File: src/rtl/cic_ctrl_pkg.sv
// Shared definitions for the CIC decimator sequencer: FSM state encoding,
// rate legality check and the sample_valid delay that matches the CIC's
// internal pipeline.
package cic_ctrl_pkg;

  localparam int RATE_W      = 8;
  // The CIC updates its pipeline register on strobe_out, then its output
  // register one clock later.
  localparam int VALID_DELAY = 2;

  typedef enum logic [1:0] {
    ST_IDLE  = 2'd0,
    ST_FLUSH = 2'd1,
    ST_RUN   = 2'd2
  } ctrl_state_t;

  // A rate is usable when it is non-zero and no larger than 2^max_log2.
  function automatic logic rate_legal(input logic [RATE_W-1:0] r, input int max_log2);
    logic [31:0] max_rate;
    max_rate = 32'd1 << max_log2;
    return (r != '0) && ({{(32-RATE_W){1'b0}}, r} <= max_rate);
  endfunction

endpackage

File: src/rtl/cic_rate_counter.sv
// Decimation phase counter: loads rate-1 on entry to RUN, counts down one per
// accepted input tick and reloads when it reaches zero. terminal marks the tick
// that completes a decimation period.
module cic_rate_counter
  import cic_ctrl_pkg::*;
(
  input  logic              clock,
  input  logic              reset,
  input  logic              tick,
  input  logic              load,
  input  logic [RATE_W-1:0] rate,
  output logic              terminal
);

  logic [RATE_W-1:0] count;

  assign terminal = tick && (count == '0);

  // Down-counter with reload-on-zero; rates are validated upstream so rate-1
  // never underflows.
  always_ff @(posedge clock) begin
    if (reset) begin
      count <= '0;
    end else if (load) begin
      count <= rate - RATE_W'(1);
    end else if (tick) begin
      if (count == '0) begin
        count <= rate - RATE_W'(1);
      end else begin
        count <= count - RATE_W'(1);
      end
    end
  end

endmodule

File: src/rtl/cic_decim_ctrl.sv
// Sequencer for one cic_decim instance: owns the rate register, flushes the
// CIC on enable and on every accepted rate change, generates the
// strobe_in/strobe_out pair from sample_tick and flags valid output samples.
// Optional build macro: CIC_CTRL_SETTLE_SKIP_EN suppresses sample_valid for
// the first N_STAGES+1 outputs after each entry to RUN.
module cic_decim_ctrl
  import cic_ctrl_pkg::*;
#(
  parameter int N_STAGES      = 4,
  parameter int MAX_RATE_LOG2 = 7,
  parameter int DEFAULT_RATE  = 8,
  parameter int FLUSH_CYCLES  = 2
) (
  input  logic              clock,
  input  logic              reset,
  input  logic              enable,
  input  logic              sample_tick,
  input  logic              rate_wr,
  input  logic [RATE_W-1:0] rate_new,
  output logic [RATE_W-1:0] rate,
  output logic              cic_reset,
  output logic              cic_enable,
  output logic              strobe_in,
  output logic              strobe_out,
  output logic              sample_valid,
  output logic              rate_err,
  output logic              busy
);

  localparam int FLUSH_W = (FLUSH_CYCLES > 1) ? $clog2(FLUSH_CYCLES) : 1;
  localparam logic [FLUSH_W-1:0] FLUSH_LAST = FLUSH_W'(FLUSH_CYCLES - 1);

  // Reject parameter sets the sequencer cannot honour.
  if (N_STAGES < 1 || FLUSH_CYCLES < 1 || MAX_RATE_LOG2 < 0 || MAX_RATE_LOG2 > RATE_W - 1 ||
      DEFAULT_RATE < 1 || DEFAULT_RATE > (1 << MAX_RATE_LOG2)) begin : g_bad_param
    $error("cic_decim_ctrl: illegal parameter combination");
  end

  ctrl_state_t          state;
  logic [FLUSH_W-1:0]   flush_cnt;
  logic                 wr_ok;
  logic                 run_tick;
  logic                 cnt_load;
  logic                 terminal;
  logic                 cand;
  logic [VALID_DELAY-1:0] vld_pipe;

  // enable=0 outranks a rate write, which in turn outranks a sample tick.
  assign wr_ok    = rate_wr && rate_legal(rate_new, MAX_RATE_LOG2);
  assign run_tick = (state == ST_RUN) && enable && !wr_ok && sample_tick;
  assign cnt_load = (state == ST_FLUSH) && enable && !wr_ok && (flush_cnt == FLUSH_LAST);

  cic_rate_counter u_rate_counter (
    .clock    (clock),
    .reset    (reset),
    .tick     (run_tick),
    .load     (cnt_load),
    .rate     (rate),
    .terminal (terminal)
  );

  // Control FSM and rate register; every output is driven from a flop.
  always_ff @(posedge clock) begin
    if (reset) begin
      state      <= ST_IDLE;
      flush_cnt  <= '0;
      rate       <= RATE_W'(DEFAULT_RATE);
      cic_reset  <= 1'b0;
      cic_enable <= 1'b0;
      strobe_in  <= 1'b0;
      strobe_out <= 1'b0;
      rate_err   <= 1'b0;
      busy       <= 1'b0;
    end else begin
      rate_err   <= rate_wr && !wr_ok;
      strobe_in  <= 1'b0;
      strobe_out <= 1'b0;
      if (wr_ok) begin
        rate <= rate_new;
      end
      if (!enable) begin
        // CIC contents are left stale; the next enable flushes them.
        state      <= ST_IDLE;
        cic_reset  <= 1'b0;
        cic_enable <= 1'b0;
        busy       <= 1'b1;
      end else begin
        case (state)
          ST_IDLE: begin
            state      <= ST_FLUSH;
            flush_cnt  <= '0;
            cic_reset  <= 1'b1;
            cic_enable <= 1'b0;
            busy       <= 1'b1;
          end
          ST_FLUSH: begin
            if (wr_ok) begin
              flush_cnt <= '0;
            end else if (flush_cnt == FLUSH_LAST) begin
              state      <= ST_RUN;
              cic_reset  <= 1'b0;
              cic_enable <= 1'b1;
              busy       <= 1'b0;
            end else begin
              flush_cnt <= flush_cnt + FLUSH_W'(1);
            end
          end
          ST_RUN: begin
            if (wr_ok) begin
              state      <= ST_FLUSH;
              flush_cnt  <= '0;
              cic_reset  <= 1'b1;
              cic_enable <= 1'b0;
              busy       <= 1'b1;
            end else begin
              strobe_in  <= sample_tick;
              strobe_out <= terminal;
            end
          end
          default: begin
            state      <= ST_IDLE;
            cic_reset  <= 1'b0;
            cic_enable <= 1'b0;
            busy       <= 1'b1;
          end
        endcase
      end
    end
  end

`ifdef CIC_CTRL_SETTLE_SKIP_EN
  localparam int SETTLE_W = $clog2(N_STAGES + 2);
  localparam logic [SETTLE_W-1:0] SETTLE_LOAD = SETTLE_W'(N_STAGES + 1);

  logic [SETTLE_W-1:0] settle_cnt;

  assign cand = strobe_out && (settle_cnt == '0);

  // Counts off the outputs produced while the differentiators are still
  // filling; re-armed whenever the FSM is outside RUN.
  always_ff @(posedge clock) begin
    if (reset || (state != ST_RUN)) begin
      settle_cnt <= SETTLE_LOAD;
    end else if (strobe_out && (settle_cnt != '0)) begin
      settle_cnt <= settle_cnt - SETTLE_W'(1);
    end
  end
`else
  assign cand = strobe_out;
`endif

  assign sample_valid = vld_pipe[VALID_DELAY-1];

  // Delay the valid candidate to line up with the CIC output register.
  always_ff @(posedge clock) begin
    if (reset) begin
      vld_pipe <= '0;
    end else begin
      vld_pipe <= {vld_pipe[VALID_DELAY-2:0], cand};
    end
  end

endmodule

File: config.mk
export PLATFORM = sky130hd
export DESIGN_NAME = cic_decim_ctrl
export DESIGN_NICKNAME = d
export VERILOG_FILES = /design/src/rtl/cic_ctrl_pkg.sv /design/src/rtl/cic_rate_counter.sv /design/src/rtl/cic_decim_ctrl.sv
export SDC_FILE = /design/constraint.sdc
export NUM_CORES = 1
export LEC_CHECK = 0
export CORE_MARGIN = 10
export CORE_UTILIZATION = 44
export DETAILED_ROUTE_END_ITERATION = 8
export PLACE_DENSITY = 0.7
export SYNTH_ARGS = -nofsm -noshare
export SYNTH_HDL_FRONTEND = slang
export SYNTH_SLANG_ARGS = --single-unit
File: constraint.sdc
create_clock -name clock -period 2.9 [get_ports clock]
set_input_delay 0.29 -clock clock [delete_from_list [all_inputs] [get_ports clock]]
set_output_delay 0.29 -clock clock [all_outputs]
set_load 0.01 [all_outputs]
==> metrics.yaml, run 1 <==
cts.root.buffer_cell: "clkbuf_4"
crit_type: "in -> reg"
clk_latency_ns: 0.32
clock-sinks: 26
use_met3_pct: 3.30
synth_top_area_cell: "dfxtp_1"
yosys_warnings: 0
drc: 0
ctsResizeCount: 0
fin_crit_sh_pct: 76.1
startpoint: "rate_new[0]"
chipWidth_um: 76.0
crit_path_cell_trace: "clkdlybuf4s50_1 -> or4_4 -> o21ai_2 -> a21oi_1 -> nor2_2 -> buf_4 -> mux2i_1 -> o32ai_1"
drtIter0Drc: 89
post-synth-top-count-cell: "nand2_1"
synth_fp_nets: 188
clkTransAtPathRegs_ns: 0.14
syn_area_mm2: 0.00138
finalNonFillerCells: 245
place.gp.congestion: 0.866
outcome: "finished, final reports clean"
arrival_ns: 2.42
fill_cells: 302
crit_end: "u_rate_counter.count[5]"
num_vias: 1337
dp_hpwl_mm: 2.79
slowest_stage: "or4_4"
fin_crit_ns: 2.21
rsz0062_at_grt: "false"
tightestPinTransition_ns: 0.375
cts_tree: "built"
setup_violations: 0
yosysTopAreaCellShare_pct: 37.7
leakage_nw: 0.681
grt_max_degree: 19
hold_class: "reg -> reg"
grt_first_pass_wirelength_mm: 5.89
dp_cells: 241
dieArea_mm2: 0.00577
yosys-top-cells-count: "31 x nand2_1, 26 x dfxtp_1, 17 x a21oi_1"
core_region_area_mm2: 0.00303
pin_count: 28
grt_util_met2_pct: 20.4
syn_to_final_growth_pct: 27.3
drt-total-wl_mm: 3.53
synth_edf_count: 0
skew_ns: 0.00161
r2r_cells: 6
hold_buffers: 0
holdWs_ns: 0.461
antennaDiodeCount: 0
syn_avg_cell_area_um2: 8.02
clock_path_buffers: 2
die-height_um: 76.0
rows: 20
cts_buffers: 3
drive_gt1_share_pct: 7.96
start_util_pct: 45.5
cts_max_level: 1
final-max-slew-violation-count: 0
cp-end-kind: "register"
worstReg2RegStart: "u_rate_counter.count[2]"
hold_violations: 0
grt_busiest_layer: "met2"
synth_cells: 172
maxSlewHeadroom_pct: 74.9
use_met1_pct: 13.4
fin_setup_tns_ns: 0
cp.required_ns: 3.12
track_usage_pct: 11.7
vias_per_cell: 5.46
dr.pass1.iters: 4
synth_area_leaders: "dfxtp_1 38%, nand2_1 8.4%, a21oi_1 6.2%"
drv_cap: 0
critPathMaxStageDelay_ns: 0.55
wl_per_cell_um: 14.4
cp_max_fo: 7
portBuffers: 27
ir_drop_uv: 255
holdPathStages: 1
yosysSeqAreaShare_pct: 37.7
cp-start-kind: "input port"
power_per_cell_area_mw_per_mm2: 421
fmax_mhz: 453
antenna_found_initial: 0
grt_pass1_vias: 1348
grt-ovfl-total: 0
r2r_end: "u_rate_counter.count[4]"
synth-seq-cells: 26
postRouteAntennaNets: 0
synth_top_flop_cell: "dfxtp_1"
async_reset_ff_share_pct: 0
cts_setup_buffers: 0
fin_nets: 218
synth_cell_types: 38
r2r_slack_ns: 0.82
stage by stage:
step                utilization (%)  setup WS [ns]  total power [mW]  cell area, um2
floorplan                         -           1.02             0.443            1380
global placement               56.2          0.466             0.494            1700
detailed placement             56.2          0.375             0.497            1700
CTS                            58.0          0.721             0.746            1760
global route                   58.0          0.540             0.772            1760
finish                         58.0          0.694             0.739            1760
placed cells by master (no fill, tap or decap), types with 4 or more instances in the layout:
master and count:
o21ai_0 6, dfxtp_1 26, inv_1 13, nor3_1 6, xor2_1 4, clkdlybuf4s50_1 27, nor2_1 10, nand2_1 31
o32ai_1 4, nand3_1 8, nand4_1 4, buf_4 4, a21oi_1 17
layout make-up:
cell class                 instances  area (um2)  share of cell area (%)
sequential                        26         520                    29.7
tap                               44        55.1                    3.14
clock buffer                       3        22.5                    1.28
inverter                          13        48.8                    2.78
multi-input combinational        127         778                    44.3
timing repair buffer              31         300                    17.1
clock inverter                     1        30.0                    1.71
registers in the layout, summed over array words and instances, names as in the netlist:
name and count:
busy 1, cic_enable 1, cic_reset 1, flush_cnt 1, rate 8, rate_err 1, state 1, strobe_in 1
strobe_out 1, u_rate_counter.count 8, vld_pipe 2
logic make-up after synthesis:
family / synth area share, %
fa+ha+maj: 2.72
simple gates: 26.1
compound gates: 20.0
buf+inv: 5.81
mux: 3.81
flops: 37.7
xor+xnor: 3.81
metal layers:
layer | up-vias | wire length [um]
li1 | 677 | -
met2 | 29 | 1680
met3 | 4 | 196
met4 | 0 | 23
met5 | - | 0
met1 | 627 | 1630
power by group:
group	switching (mW)	internal, mW	total (mW)
sequential	0.0105	0.366	0.377
combinational	0.0551	0.0573	0.112
clock	0.110	0.140	0.250
worst min-delay path by stage:
stage                       end         from  slack (ns)
floorplan                  busy       enable        0.41
global placement    vld_pipe[1]  vld_pipe[0]        0.43
detailed placement  vld_pipe[1]  vld_pipe[0]        0.43
CTS                 vld_pipe[1]  vld_pipe[0]        0.46
global route        vld_pipe[1]  vld_pipe[0]        0.47
finish              vld_pipe[1]  vld_pipe[0]        0.46
critical path, delay by kind of cell:
kind,cells,cell delay (ns)
simple gates,2,0.80
compound gates,3,0.45
buf+inv,2,0.65
mux,1,0.22
(Power assumes the default switching activity.)
==> run 2: changes to the inputs <==
==> constraint.sdc (replaced) <==
create_clock -name clock -period 2.29 [get_ports clock]
set_input_delay 0.229 -clock clock [delete_from_list [all_inputs] [get_ports clock]]
set_output_delay 0.229 -clock clock [all_outputs]
set_load 0.01 [all_outputs]
==> run 2 against run 1 <==
Wire length increased by 5.3%. Clock skew increased by 0.011 ns. Die area unchanged. Worst hold slack got worse by 0.0010 ns. Sequential share of layout area decreased by 0.96 points. Critical path depth decreased by 2. Count of clock-buffer cells in the layout increased by 1. Sequential cell count unchanged. Sequential power increased by 27%. Final cell count increased by 4.1%. Critical path type is now reg -> reg. Largest power group unchanged.
==> metrics.yaml, run 2 (synthesis gave the netlist of run 1 again) <==
outcome: "finished, final reports clean"
worstHoldStart: "vld_pipe[0]"
core_region_area_mm2: 0.00303  # unchanged
r2r_end: "u_rate_counter.count[4]"
ctsResizeCount: 0  # unchanged
path_delay_family: "simple AND/OR/NAND/NOR gates"
largestRegisters: "rate: 8 flops, u_rate_counter.count: 8 flops, vld_pipe: 2 flops"
dp_hpwl_mm: 2.94  # +5.2%
grt-ovfl-total: 0  # unchanged
path_buf_inv: 1  # -1
cp_max_fo: 7  # unchanged
total_power_mw: 0.861  # +17%
cp.required_ns: 2.53  # -0.59 ns
ir_drop_uv: 281  # +10%
drtIter0Drc: 113  # +27%
fin_util_pct: 59.9  # +1.9 points
grt_pass1_vias: 1430  # +6.1%
fin_nets: 228  # +4.6%
num_vias: 1381  # +3.3%
portBuffers: 27  # unchanged
power_per_cell_area_mw_per_mm2: 475  # +13%
finalNonFillerCells: 255  # +4.1%
dieArea_mm2: 0.00577  # unchanged
syn_to_final_growth_pct: 31.6
final_common_cell: "nand2_1"
slowest_stage: "or4_4"
track_usage_pct: 12.8  # +1.1 points
final-max-slew-violation-count: 0  # unchanged
critPathMaxStageDelay_ns: 0.58  # +0.03 ns
start_util_pct: 45.5  # unchanged
dp_cells: 251  # +4.1%
pin_count: 28  # unchanged
holdPathStages: 1  # unchanged
hold_class: "reg -> reg"
place.gp.congestion: 0.911  # +5.2%
tightestPinTransition_ns: 0.382  # +0.00668 ns
layout_common_cells: "31 x nand2_1, 27 x clkdlybuf4s50_1, 26 x dfxtp_1"
drv_cap: 0  # unchanged
antennaDiodeCount: 0  # unchanged
fmax_mhz: 485
cts.root.buffer_cell: "clkbuf_4"
antenna_found_initial: 0  # unchanged
pre_cts_slack_ns: -0.0802  # -0.455 ns
hold_violations: 0  # unchanged
die-height_um: 76.0  # unchanged
worstReg2RegStart: "u_rate_counter.count[2]"
grt_max_degree: 18  # -1
clkTransAtPathRegs_ns: 0.15  # about the same
r2r_slack_ns: 0.23  # -0.59 ns
crit_type: "reg -> reg"
cts_tree: "built"
cp-end-kind: "register"
vias_per_cell: 5.42  # -0.76%
skew_ns: 0.0121  # +0.0105 ns
fin_crit_ns: 2.06
fin_crit_sh_pct: 90.0
clock-sinks: 26  # unchanged
clock_path_buffers: 2  # unchanged
crit_path_cell_trace: "or4_4 -> o32ai_4 -> nor2_2 -> buf_4 -> o32a_1 -> o221a_1"
drive_gt1_share_pct: 12.3  # +4.4 points
chipWidth_um: 76.0  # unchanged
drt-total-wl_mm: 3.71  # +5.3%
r2r_cells: 6  # unchanged
clk_latency_ns: 0.32  # about the same
cts_max_level: 1  # unchanged
hold_buffers: 0  # unchanged
cts_buffers: 3  # unchanged
maxSlewHeadroom_pct: 74.3  # -0.61 points
rsz0062_at_grt: "false"
cp-start-kind: "register"
rows: 20  # unchanged
wl_per_cell_um: 14.6  # +1.1%
fin_ws_ns: 0.230  # -0.465 ns
leakage_nw: 0.720  # +5.6%
grt_first_pass_wirelength_mm: 6.36  # +8.0%
hold_path_end: "vld_pipe[1]"
postRouteAntennaNets: 0  # unchanged
arrival_ns: 2.30  # -0.12 ns
drc: 0  # unchanged
dr.pass1.iters: 4  # unchanged
setup_violations: 0  # unchanged
cts_setup_buffers: 0  # unchanged
==> run 2: cell types whose count changed in the layout (fill, tap and decap cells not counted) <==
cell / before / now
buf_4: 4 / 14
bufinv_16: 1 / 0
clkbuf_8: 0 / 1
==> run 2: per-layer routing <==
metal | vias up | track usage (%) | part of all wire (%)
li1 | 688 | - | -
met1 | 650 | 14.3 | 45
met2 | 37 | 21.5 | 47
met3 | 6 | 4.95 | 7.0
met4 | 0 | 4.36 | 0.97
met5 | - | 0 | 0
==> run 2: worst max path at each step <==
stage | startpoint | to | slack, ns | cells after the start
after floorplan | u_rate_counter.count[2] | u_rate_counter.count[4] | 0.41 | 6
after global placement | rate_new[0] | u_rate_counter.count[7] | -0.04 | 8
after detailed placement | rate_new[0] | u_rate_counter.count[7] | -0.08 | 8
after CTS | u_rate_counter.count[2] | u_rate_counter.count[4] | 0.24 | 6
after global routing | u_rate_counter.count[2] | u_rate_counter.count[0] | 0.1 | 5
final | u_rate_counter.count[2] | u_rate_counter.count[4] | 0.23 | 6
==> run 2: cell type report <==
cell class | count | area (um2)
well taps | 44 | 55.1
clock buffers | 4 | 36.3
fillers | 279 | 1210
flip-flops and latches | 26 | 520
repair buffers | 41 | 375
multi-input cells | 127 | 778
inverters | 13 | 48.8
==> run 2: power breakdown <==
group          switching [mW]  total [mW]  internal, mW
Combinational          0.0716       0.148        0.0763
Sequential             0.0129       0.477         0.464
Clock                   0.139       0.236        0.0972
Total                   0.224       0.861         0.637
==> run 2: stage by stage <==
stage / area [um2] / setup TNS [ns] / hold slack, ns
3_5_place_dp: 1780 / -0.329 / 0.436
6_report: 1810 / 0 / 0.460
3_3_place_gp: 1780 / -0.114 / 0.426
2_1_floorplan: 1380 / 0 / 0.349
5_1_grt: 1810 / 0 / 0.472
4_1_cts: 1810 / 0 / 0.466
